==> src/rtl/mlu_mul_seq.sv <==
// -----------------------------------------------------------------------------
// common: shared MLU opcode encodings. Only the two opcodes that the multiplier
// drives are listed here.
//
// mlu_mul_seq: iterative 32x32 -> 64-bit unsigned shift-and-add multiplier.
// It borrows the neighbouring MLU adder for one step per clock while in RUN,
// and parks the MLU on NOP0 at every other time.
//
// Ports
//   CLK, RST            clock, synchronous active-high reset
//   REQ_VALID/READY     request handshake; REQ_A multiplicand, REQ_B multiplier
//   RES_VALID/READY     result handshake; RES_HI:RES_LO product,
//                       RES_Z product==0, RES_OVF upper half non-zero
//   MLU_A/B/OP/C_IN     operands driven to the MLU
//   MLU_OUT, MLU_C      MLU sum and carry-out (combinational return path)
//
// state | meaning
// IDLE  | ready for a request, MLU parked on NOP0
// RUN   | 32 shift-and-add steps, MLU performs acc_hi + (lo bit ? mcand : 0)
// DONE  | product held on RES_* until RES_READY
// -----------------------------------------------------------------------------
package common;
  localparam logic [2:0] MLU_NOP0 = 3'b000;
  localparam logic [2:0] MLU_ADD  = 3'b001;
endpackage

module mlu_mul_seq (
  input  logic        CLK,
  input  logic        RST,
  input  logic        REQ_VALID,
  output logic        REQ_READY,
  input  logic [31:0] REQ_A,
  input  logic [31:0] REQ_B,
  output logic        RES_VALID,
  input  logic        RES_READY,
  output logic [31:0] RES_LO,
  output logic [31:0] RES_HI,
  output logic        RES_Z,
  output logic        RES_OVF,
  output logic [31:0] MLU_A,
  output logic [31:0] MLU_B,
  output logic [2:0]  MLU_OP,
  output logic        MLU_C_IN,
  input  logic [31:0] MLU_OUT,
  input  logic        MLU_C
);

  typedef enum logic [1:0] {
    S_IDLE = 2'd0,
    S_RUN  = 2'd1,
    S_DONE = 2'd2
  } state_t;

  state_t      state;
  state_t      state_nxt;
  logic [31:0] mcand;
  logic [31:0] acc_hi;
  logic [31:0] acc_lo;
  logic [4:0]  cnt;

  always_ff @(posedge CLK) begin
    if (RST) begin
      state  <= S_IDLE;
      mcand  <= '0;
      acc_hi <= '0;
      acc_lo <= '0;
      cnt    <= '0;
    end else begin
      state <= state_nxt;
      case (state)
        S_IDLE: begin
          if (REQ_VALID) begin
            mcand  <= REQ_A;
            acc_lo <= REQ_B;
            acc_hi <= '0;
            cnt    <= '0;
          end
        end
        S_RUN: begin
          // The 33-bit partial sum shifts right by one; its LSB enters the
          // top of acc_lo as the multiplier bit just consumed leaves the bottom.
          acc_hi <= {MLU_C, MLU_OUT[31:1]};
          acc_lo <= {MLU_OUT[0], acc_lo[31:1]};
          cnt    <= cnt + 5'd1;
        end
        default: ;
      endcase
    end
  end

  always_comb begin
    state_nxt = state;
    REQ_READY = 1'b0;
    RES_VALID = 1'b0;
    MLU_OP    = common::MLU_NOP0;
    MLU_A     = '0;
    MLU_B     = '0;
    MLU_C_IN  = 1'b0;
    case (state)
      S_IDLE: begin
        REQ_READY = !RST;
        if (REQ_VALID) state_nxt = S_RUN;
      end
      S_RUN: begin
        MLU_OP = common::MLU_ADD;
        MLU_A  = acc_hi;
        MLU_B  = acc_lo[0] ? mcand : 32'd0;
        if (cnt == 5'd31) state_nxt = S_DONE;
      end
      S_DONE: begin
        RES_VALID = 1'b1;
        if (RES_READY) state_nxt = S_IDLE;
      end
      default: state_nxt = S_IDLE;
    endcase
  end

  // Result fields come straight off the accumulator; the accumulator is
  // frozen outside RUN, so they stay stable under backpressure.
  assign RES_HI  = acc_hi;
  assign RES_LO  = acc_lo;
  assign RES_Z   = ({acc_hi, acc_lo} == 64'd0);
  assign RES_OVF = (acc_hi != 32'd0);

`ifdef FORMAL
  logic [63:0] f_prod;

  always_ff @(posedge CLK) begin
    if (RST) begin
      f_prod <= '0;
    end else if (state == S_IDLE && REQ_VALID) begin
      f_prod <= {32'd0, REQ_A} * {32'd0, REQ_B};
    end
  end

  always_comb begin
    if (RES_VALID) assert ({RES_HI, RES_LO} == f_prod);
    if (MLU_OP == common::MLU_ADD) assert (MLU_C_IN == 1'b0);
  end
`endif

endmodule

==> config.mk <==
export PLATFORM = sky130hd
export DESIGN_NAME = mlu_mul_seq
export DESIGN_NICKNAME = d
export VERILOG_FILES = /design/src/rtl/mlu_mul_seq.sv
export SDC_FILE = /design/constraint.sdc
export NUM_CORES = 1
export LEC_CHECK = 0
export CORE_MARGIN = 4
export CORE_UTILIZATION = 44
export CTS_BUF_LIST = sky130_fd_sc_hd__clkbuf_8
export CTS_CLUSTER_SIZE = 20
export DETAILED_ROUTE_END_ITERATION = 7
export PLACE_DENSITY = 0.95
export SETUP_SLACK_MARGIN = 0.05
export SLEW_MARGIN = 20
export SYNTH_ARGS = -nofsm -noshare
export SYNTH_HDL_FRONTEND = slang
export SYNTH_SLANG_ARGS = --single-unit
==> constraint.sdc <==
create_clock -name CLK -period 2.4 [get_ports CLK]
set_clock_uncertainty 0.1 [all_clocks]
set_input_delay 0.48 -clock CLK [delete_from_list [all_inputs] [get_ports CLK]]
set_output_delay 0.48 -clock CLK [all_outputs]
set_load 0.02 [all_outputs]
After elaboration in Yosys (flattened, before gate mapping)
Index checks and enable logic that the tools add are counted.
{"block": "word_totals", "ff_bits": 103, "latch_bits": 0, "ramBits": 0, "romBits": 0, "input_bits": 101, "out_inout_bits": 136, "memories": 0}
{"block": "classes", "n_addsub": 1, "mul": 0, "div_mod_pow": 0, "order_cmp": 0, "n_eq_ne": 6, "shift": 0, "muxes": 16, "bitwise": 0, "n_reduce_logical": 8}
{"operator": "32-bit two-way mux", "count": 5}
{"operator": "32-bit one-hot mux with 2 select lines", "count": 2}
{"operator": "64-bit zero test", "count": 1}
{"operator": "32-bit nonzero test", "count": 1}
{"operator": "5-bit one-hot mux with 2 select lines", "count": 1}
{"operator": "2-bit two-way mux", "count": 3}
{"operator": "2-bit != test (second input constant)", "count": 3}
{"operator": "2-bit one-hot mux with 3 select lines", "count": 1}
{"operator": "5-bit by 1-bit adder with 5-bit output (second input constant)", "count": 1}
{"operator": "5-bit equality test (second input constant)", "count": 1}
{"operator": "5-bit two-way mux", "count": 1}
{"operator": "2-bit AND reduction", "count": 2}
{"operator": "1-bit two-way mux", "count": 3}
{"operator": "3-bit AND reduction", "count": 1}
{"operator": "2-bit by 1-bit equality test with 1-bit output (second input constant)", "count": 1}
{"operator": "2-bit equality test (second input constant)", "count": 1}
{"operator": "2-bit zero test", "count": 1}
{"operator": "2-bit nonzero test", "count": 1}
{"operator": "1-bit zero test", "count": 1}

Logic depth before layout (Yosys ltp)
Gate-level depths: netlist (run 1).
{"block": "depth", "word_depth": 3, "depth_mapped": 7}

Least setup slack after synthesis (run 1)
OpenSTA, ideal clock, no wires.
{"block": "synth_timing", "path_kind": "reg2out", "start": "register acc_hi[24], in the netlist RES_HI[24]", "end": "output RES_Z", "t_arrival_ps": 1517, "required_ps": 1820, "setup_slack_ps": 303, "stages_incl_launch_ff": 4, "path_buffers": 0, "cell_sequence": "dfxtp_1 nor4_1 nand4_1 nor4_1"}
{"block": "synth_via", "elab_chain_cells": 1}
{"element": "from (decl)", "line": "57", "rtl": "logic [31:0] acc_hi;"}
{"element": "from (signal assigned)", "line": "82", "rtl": "acc_hi <= {MLU_C, MLU_OUT[31:1]};"}
{"element": "64-bit zero test", "line": "122", "rtl": "assign RES_Z = ({acc_hi, acc_lo} == 64'd0);"}
{"element": "to (decl)", "line": "38", "rtl": "output logic RES_Z,"}
Every way passes these cells.

Worst setup path in the final report (run 1)
{"block": "layout_timing", "start": "register acc_hi[31], in the netlist RES_HI[31]", "end": "output RES_Z"}
Same word-level chain as after synthesis.

==> results.md, run 1 <==
- Share of the synthesized area in the top cell type: 0.445
- Initial detailed-routing violation count: 310
- Met3 GRT Util: 0.0515
- Global-route usage over all layers: 0.235
- DRT Wirelength: 15,200 um
- Clock-pin slew on the worst setup and hold paths: 0.10 ns
- Hold_ws: 0.357 ns
- Power Density: 547 mW/mm^2
- Post-synthesis sequential area ratio: 0.445
- Largest net degree at the start of global routing: 105
- Hpwl dp: 10,900 um
- Vias: 5,081
- Min-delay worst type: reg -> reg
- Final worst slack: 0.0894 ns
- Asr flop ratio synth: 0
- Final Max Slew Viols: 0
- Place WS: -0.139 ns
- Root Buffer: clkbuf_8
- Std-Cell Rows: 37
- Top cells by count, synth: 163 x nand2_1, 103 x dfxtp_1, 68 x a21oi_1
- DIE AREA: 0.0122 sq mm
- Total chip power: 4.05 mW
- Initial cell density of the core: 0.451
- Period utilization: 0.963
- H-Tree Level Count: 3
- GR Overflow Total: 0
- Yosys cell types: 30
- Tmin final: 2.31 ns
- Leak: 3.26 nW
- Status: finished clean
- Critical Path Fanout Max: 2
- DRC Markers: 0
- Crit path max-delay cell type: dfxtp_2
- RSZ-0062 raised after global routing: yes
- Clock sink count: 103
- Kind of critical path: reg -> out
- Longest Clk Path Bufs: 2
- Die Span Y: 111 um
- Largest stage delay, worst path: 0.34 ns
- Post-synth EDFFs: 0
- Crit path capture type: output port
- Number of I/O pins: 237
- Slew headroom: 0.273
- Met1 Use GR: 0.270
- Layout cells sized above 1: 0.0950
- Die Wd: 111 um
- Postcts setup bufs: 0
- Num CTS Buffers: 9
- Post-Syn Area: 0.00463 sq mm
- Maxcap violations: 0
- Wire length per cell: 15.5 um
- Util after Layout: 0.720
- Predominant post-synthesis flop cell: dfxtp_1
- First-pass GRT wire length: 24,100 um
- Synth warn: 0
- Area grow syn2layout: 59.7%
- Vias per cell: 5.20
- I/O Buffers: 233
- Final nets: 940
- Mapped Cells: 602
- Worst Path Arrival: 1.73 ns
- Fillers: 799
- #FFs+latches synth: 103
- CP cell instances: nor4_2 > buf_4 > nand4_1 > nor4_2 > buf_4
- Core ar.: 0.0103 sq mm
- CTS tree: built
- CP Launch Type: flip-flop
- Top-count cell post-synth: nand2_1
- Clk Latency, worst-skew pair: 0.36 ns
- GR Util met2: 0.419
- VDD IR max: 358 uV
- Fmax: 433 MHz
- Antenna-violating nets left: 0
- Routability cong.: 0.844
- Yosys top cell by area: dfxtp_1
- Req. time, crit path: 1.82 ns
- Antenna diodes: 0
- Vias in the first global route: 4,950
- Initial antenna violation count: 0
- Syn Area/Cell: 7.70 sq um
- First-pass DRT Iterations: 4
- GR peak layer: met2
- Reg2reg setup slack: 0.52 ns
- # setup viols final: 0
- Fin. Hold Viols: 0
- Slew at the pin closest to its max-slew limit: 1.09 ns
- Largest cells by area after synthesis: dfxtp_1 44%, nand2_1 13%, a21oi_1 7.3%
[final timing paths]
check                                 from         to  cells past startpoint
worst max-delay path            RES_HI[31]      RES_Z                      5
worst min register to register   mcand[29]  mcand[29]                      2
worst max register to register    state[1]  RES_LO[6]                      4
worst min-delay path             mcand[29]  mcand[29]                      2
[metal layers]
metal | routed length [um] | vias to the layer above
li1 | - | 2518
met1 | 6070 | 2325
met2 | 7620 | 207
met3 | 1020 | 31
met4 | 445 | 0
met5 | 0 | -
[cells by family (layout without fill, tap and decap cells)]
| logic type | after synthesis | count (layout) | synth area share |
|---|---|---|---|
| compound gates | 105 | 105 | 0.142 |
| simple gates | 329 | 329 | 0.330 |
| other cells | 1 | 3 | 0.000809 |
| flops | 103 | 103 | 0.445 |
| buf+inv | 62 | 300 | 0.0775 |
| fa+ha+maj | 2 | 2 | 0.00540 |
[where the power goes]
part,switching [mW],total [mW],internal (mW)
Clock,0.609,1.10,0.494
Combinational,0.534,1.04,0.506
Sequential,0.0814,1.91,1.83
[critical path: cells and delay by family (launching register included)]
| family | cells | cell delay, ns |
|---|---|---|
| flops | 1 | 0.34 |
| simple gates | 3 | 0.69 |
| buf+inv | 2 | 0.35 |
[through the flow]
stage	std cells	setup TNS, ns	instance area [sq um]
after floorplan	604	0	4640
after global routing	978	0	7400
final	978	0	7400
after global placement	962	-0.0432	7230
after CTS	978	0	7370
after detailed placement	962	-0.169	7230
[layout make-up]
cell class              count  area (sq um)  area share
clock buffers               9           124      0.0167
clock inverters             7          77.6      0.0105
inverters                   2          7.51     0.00101
multi-input cells         439          2280       0.308
flip-flops and latches    103          2060       0.279
well taps                 136           170      0.0230
repair buffers            282          2680       0.362
[cell usage in the layout, fill, tap and decap left out, types with 3 or more instances in the layout]
master and instances:
a21oi_1 68, nor4_2 4, inv_6 3, nand2_1 163, nand3_1 38, buf_4 46, buf_12 5, a311oi_1 32
nand4_1 4, nor4_1 12, dfxtp_1 101, clkdlybuf4s50_1 164, clkbuf_8 9, and3_1 33, dlygate4sd2_1 65, and2_1 32
conb_1 3, nor2_1 34
[registers in the layout, indices dropped and copies added (netlist names)]
register and count:
cnt 5, RES_LO 32, RES_HI 32, state 2, mcand 32
[what timing repair did]
item                       4_1_cts  5_1_grt
gates resized for setup         78        9
pin swaps                        2        3
hold buffers                     0        0
setup endpoints to repair       67        3
(Power assumes the default switching activity.)
==> run 2: changes to the inputs <==
--- a/config.mk
+++ b/config.mk
@@ -5,6 +5,7 @@
 export SDC_FILE = /design/constraint.sdc
 export NUM_CORES = 1
 export LEC_CHECK = 0
+export CORE_ASPECT_RATIO = 0.75
 export CORE_MARGIN = 4
 export CORE_UTILIZATION = 44
 export CTS_BUF_LIST = sky130_fd_sc_hd__clkbuf_8
==> run 2 against run 1 <==
  * Non-clock buffer count grew 4
  * Highest routed layer unchanged
  * Via count grew 2.5%
  * Largest cell class unchanged
  * Largest power group unchanged
  * Wire length grew 6.2%
==> results.md, run 2 (synthesis gave the netlist of run 1 again) <==
- Initial antenna violation count: 0 (unchanged)
- Clock sink count: 103 (unchanged)
- Met3 GRT Util: 0.0773 (was 0.0515)
- VDD IR max: 324 uV (was 358 uV)
- Die Wd: 127 um (was 111 um)
- Die Span Y: 96.9 um (was 111 um)
- Maxcap violations: 0 (unchanged)
- Clk Latency, worst-skew pair: 0.35 ns (was 0.36 ns)
- Crit path capture type: output port (unchanged)
- Largest stage delay, worst path: 0.36 ns (was 0.34 ns)
- Layout cells sized above 1: 0.111 (was 0.0950)
- Hold_ws: 0.354 ns (was 0.357 ns)
- Antenna-violating nets left: 0 (unchanged)
- Root Buffer: clkbuf_8 (unchanged)
- Global-route usage over all layers: 0.240 (was 0.235)
- Fillers: 791 (was 799)
- H-Tree Level Count: 3 (unchanged)
- Std-Cell Rows: 32 (was 37)
- Most common cell after layout, fill and taps aside: clkdlybuf4s50_1 (unchanged)
- Status: finished clean (unchanged)
- RSZ-0062 raised after global routing: yes (unchanged)
- Fmax: 428 MHz (was 433 MHz)
- Worst Path Arrival: 1.76 ns (was 1.73 ns)
- CTS tree: built (unchanged)
- CP cell instances: nor4_4 > buf_4 > nand4_1 > nor4_4 > buf_4 (was nor4_2 > buf_4 > nand4_1 > nor4_2 > buf_4)
- # setup viols final: 0 (unchanged)
- Clock-pin slew on the worst setup and hold paths: 0.09 ns (was 0.10 ns)
- Hpwl dp: 11,100 um (was 10,900 um)
- Leak: 3.27 nW (was 3.26 nW)
- Period utilization: 0.974 (was 0.963)
- Final Max Slew Viols: 0 (unchanged)
- GR peak layer: met2 (unchanged)
- Number of I/O pins: 237 (unchanged)
- Antenna diodes: 0 (unchanged)
- I/O Buffers: 233 (unchanged)
- Req. time, crit path: 1.82 ns (about the same)
- Critical path buffer and inverter count: 2 (unchanged)
- Wire length per cell: 16.4 um (was 15.5 um)
- Vias in the first global route: 4,877 (was 4,950)
- Fin. Hold Viols: 0 (unchanged)
- Commonest cells after routing, fill and taps aside: 164 x clkdlybuf4s50_1, 163 x nand2_1, 97 x dfxtp_1 (was 164 x clkdlybuf4s50_1, 163 x nand2_1, 101 x dfxtp_1)
- CP Launch Type: flip-flop (unchanged)
- Area grow syn2layout: 61.8% (was 59.7%)
- Met1 Use GR: 0.294 (was 0.270)
- Core ar.: 0.0103 sq mm (about the same)
- GR Overflow Total: 0 (unchanged)
- Hold path depth: 2 (unchanged)
- DIE AREA: 0.0123 sq mm (was 0.0122 sq mm)
- Initial cell density of the core: 0.450 (was 0.451)
- DP Area: 0.00723 sq mm (about the same)
- Power Density: 544 mW/mm^2 (was 547 mW/mm^2)
- Slew at the pin closest to its max-slew limit: 1.13 ns (was 1.09 ns)
- Kind of critical path: reg -> out (unchanged)
- Crit path max-delay cell type: dfxtp_2 (unchanged)
- Slew headroom: 0.248 (was 0.273)
- Min-delay worst type: reg -> reg (unchanged)
- Cell depth of the worst setup path: 5 (unchanged)
- Critical Path Fanout Max: 4 (was 2)
- Design area: 0.00750 sq mm (was 0.00740 sq mm)
- Worst Reg2Reg Path Length in Cells: 4 (unchanged)
- Largest net degree at the start of global routing: 105 (unchanged)
- Tmin final: 2.34 ns (was 2.31 ns)
- Num CTS Buffers: 9 (unchanged)
- DRT Wirelength: 16,100 um (was 15,200 um)
- Initial detailed-routing violation count: 371 (was 310)
- DRC Markers: 0 (unchanged)
- Top delay family on crit path: simple AND/OR/NAND/NOR gates (unchanged)
- Routability cong.: 0.859 (was 0.844)
- Final nets: 944 (was 940)
- Vias per cell: 5.30 (was 5.20)
- Longest Clk Path Bufs: 2 (unchanged)
- First-pass GRT wire length: 24,400 um (was 24,100 um)
- First-pass DRT Iterations: 5 (was 4)
- Vias: 5,207 (was 5,081)
- GR Util met2: 0.410 (was 0.419)
[run 2: report_power, final]
part           internal, mW  leakage [nW]  switching, mW
clock                 0.508         0.105          0.575
sequential             1.83         0.849         0.0914
combinational         0.525          2.32          0.555
total                  2.86          3.27           1.22
[run 2: cell type report]
class / count / area, sq um / share of cell area
multi-input cells: 439 / 2340 / 0.312
flip-flops and latches: 103 / 2070 / 0.276
clock buffers: 10 / 138 / 0.0184
clock inverters: 6 / 62.6 / 0.00834
inverters: 2 / 7.51 / 0.00100
well taps: 136 / 170 / 0.0227
repair buffers: 286 / 2710 / 0.362
[run 2: timing repair]
action | in CTS | in global routing
setup buffers | 1 | 1
cloned | 0 | 1
pin swaps | 3 | 7
resized for setup | 80 | 36
hold buffers | 0 | 0
endpoints found under the setup margin | 67 | 20
[run 2: metrics by stage]
step / TNS, ns / cells / setup slack [ns] / util / power [mW]
2_1_floorplan: 0 / 604 / 0.303 / - / 2.46
3_3_place_gp: -0.0624 / 963 / -0.0624 / 0.703 / 2.97
3_5_place_dp: -0.0600 / 963 / -0.0600 / 0.703 / 2.99
4_1_cts: -0.221 / 980 / -0.133 / 0.717 / 4.06
5_1_grt: -0.104 / 982 / -0.0611 / 0.729 / 4.26
6_report: 0 / 982 / 0.0628 / 0.729 / 4.08
[run 2: path summary, 6_finish.rpt]
kind | start | to | slack (ns)
worst max-delay path | RES_HI[0] | RES_Z | 0.06
worst max register to register | state[1] | RES_HI[22] | 0.44
worst min register to register | mcand[26] | mcand[26] | 0.35
worst min-delay path | mcand[26] | mcand[26] | 0.35
[run 2: metal layers]
metal | wire, um | vias up | share of wire
met5 | 0 | - | 0
met4 | 181 | 0 | 0.011
met3 | 1640 | 16 | 0.10
met2 | 8050 | 242 | 0.50
met1 | 6230 | 2427 | 0.39
li1 | - | 2522 | -
[run 2: worst min-delay path, cell delays in order (launching register included)]
cell and delay [ns]:
dfxtp_1 0.31, nand2_1 0.05, a21oi_1 0.05
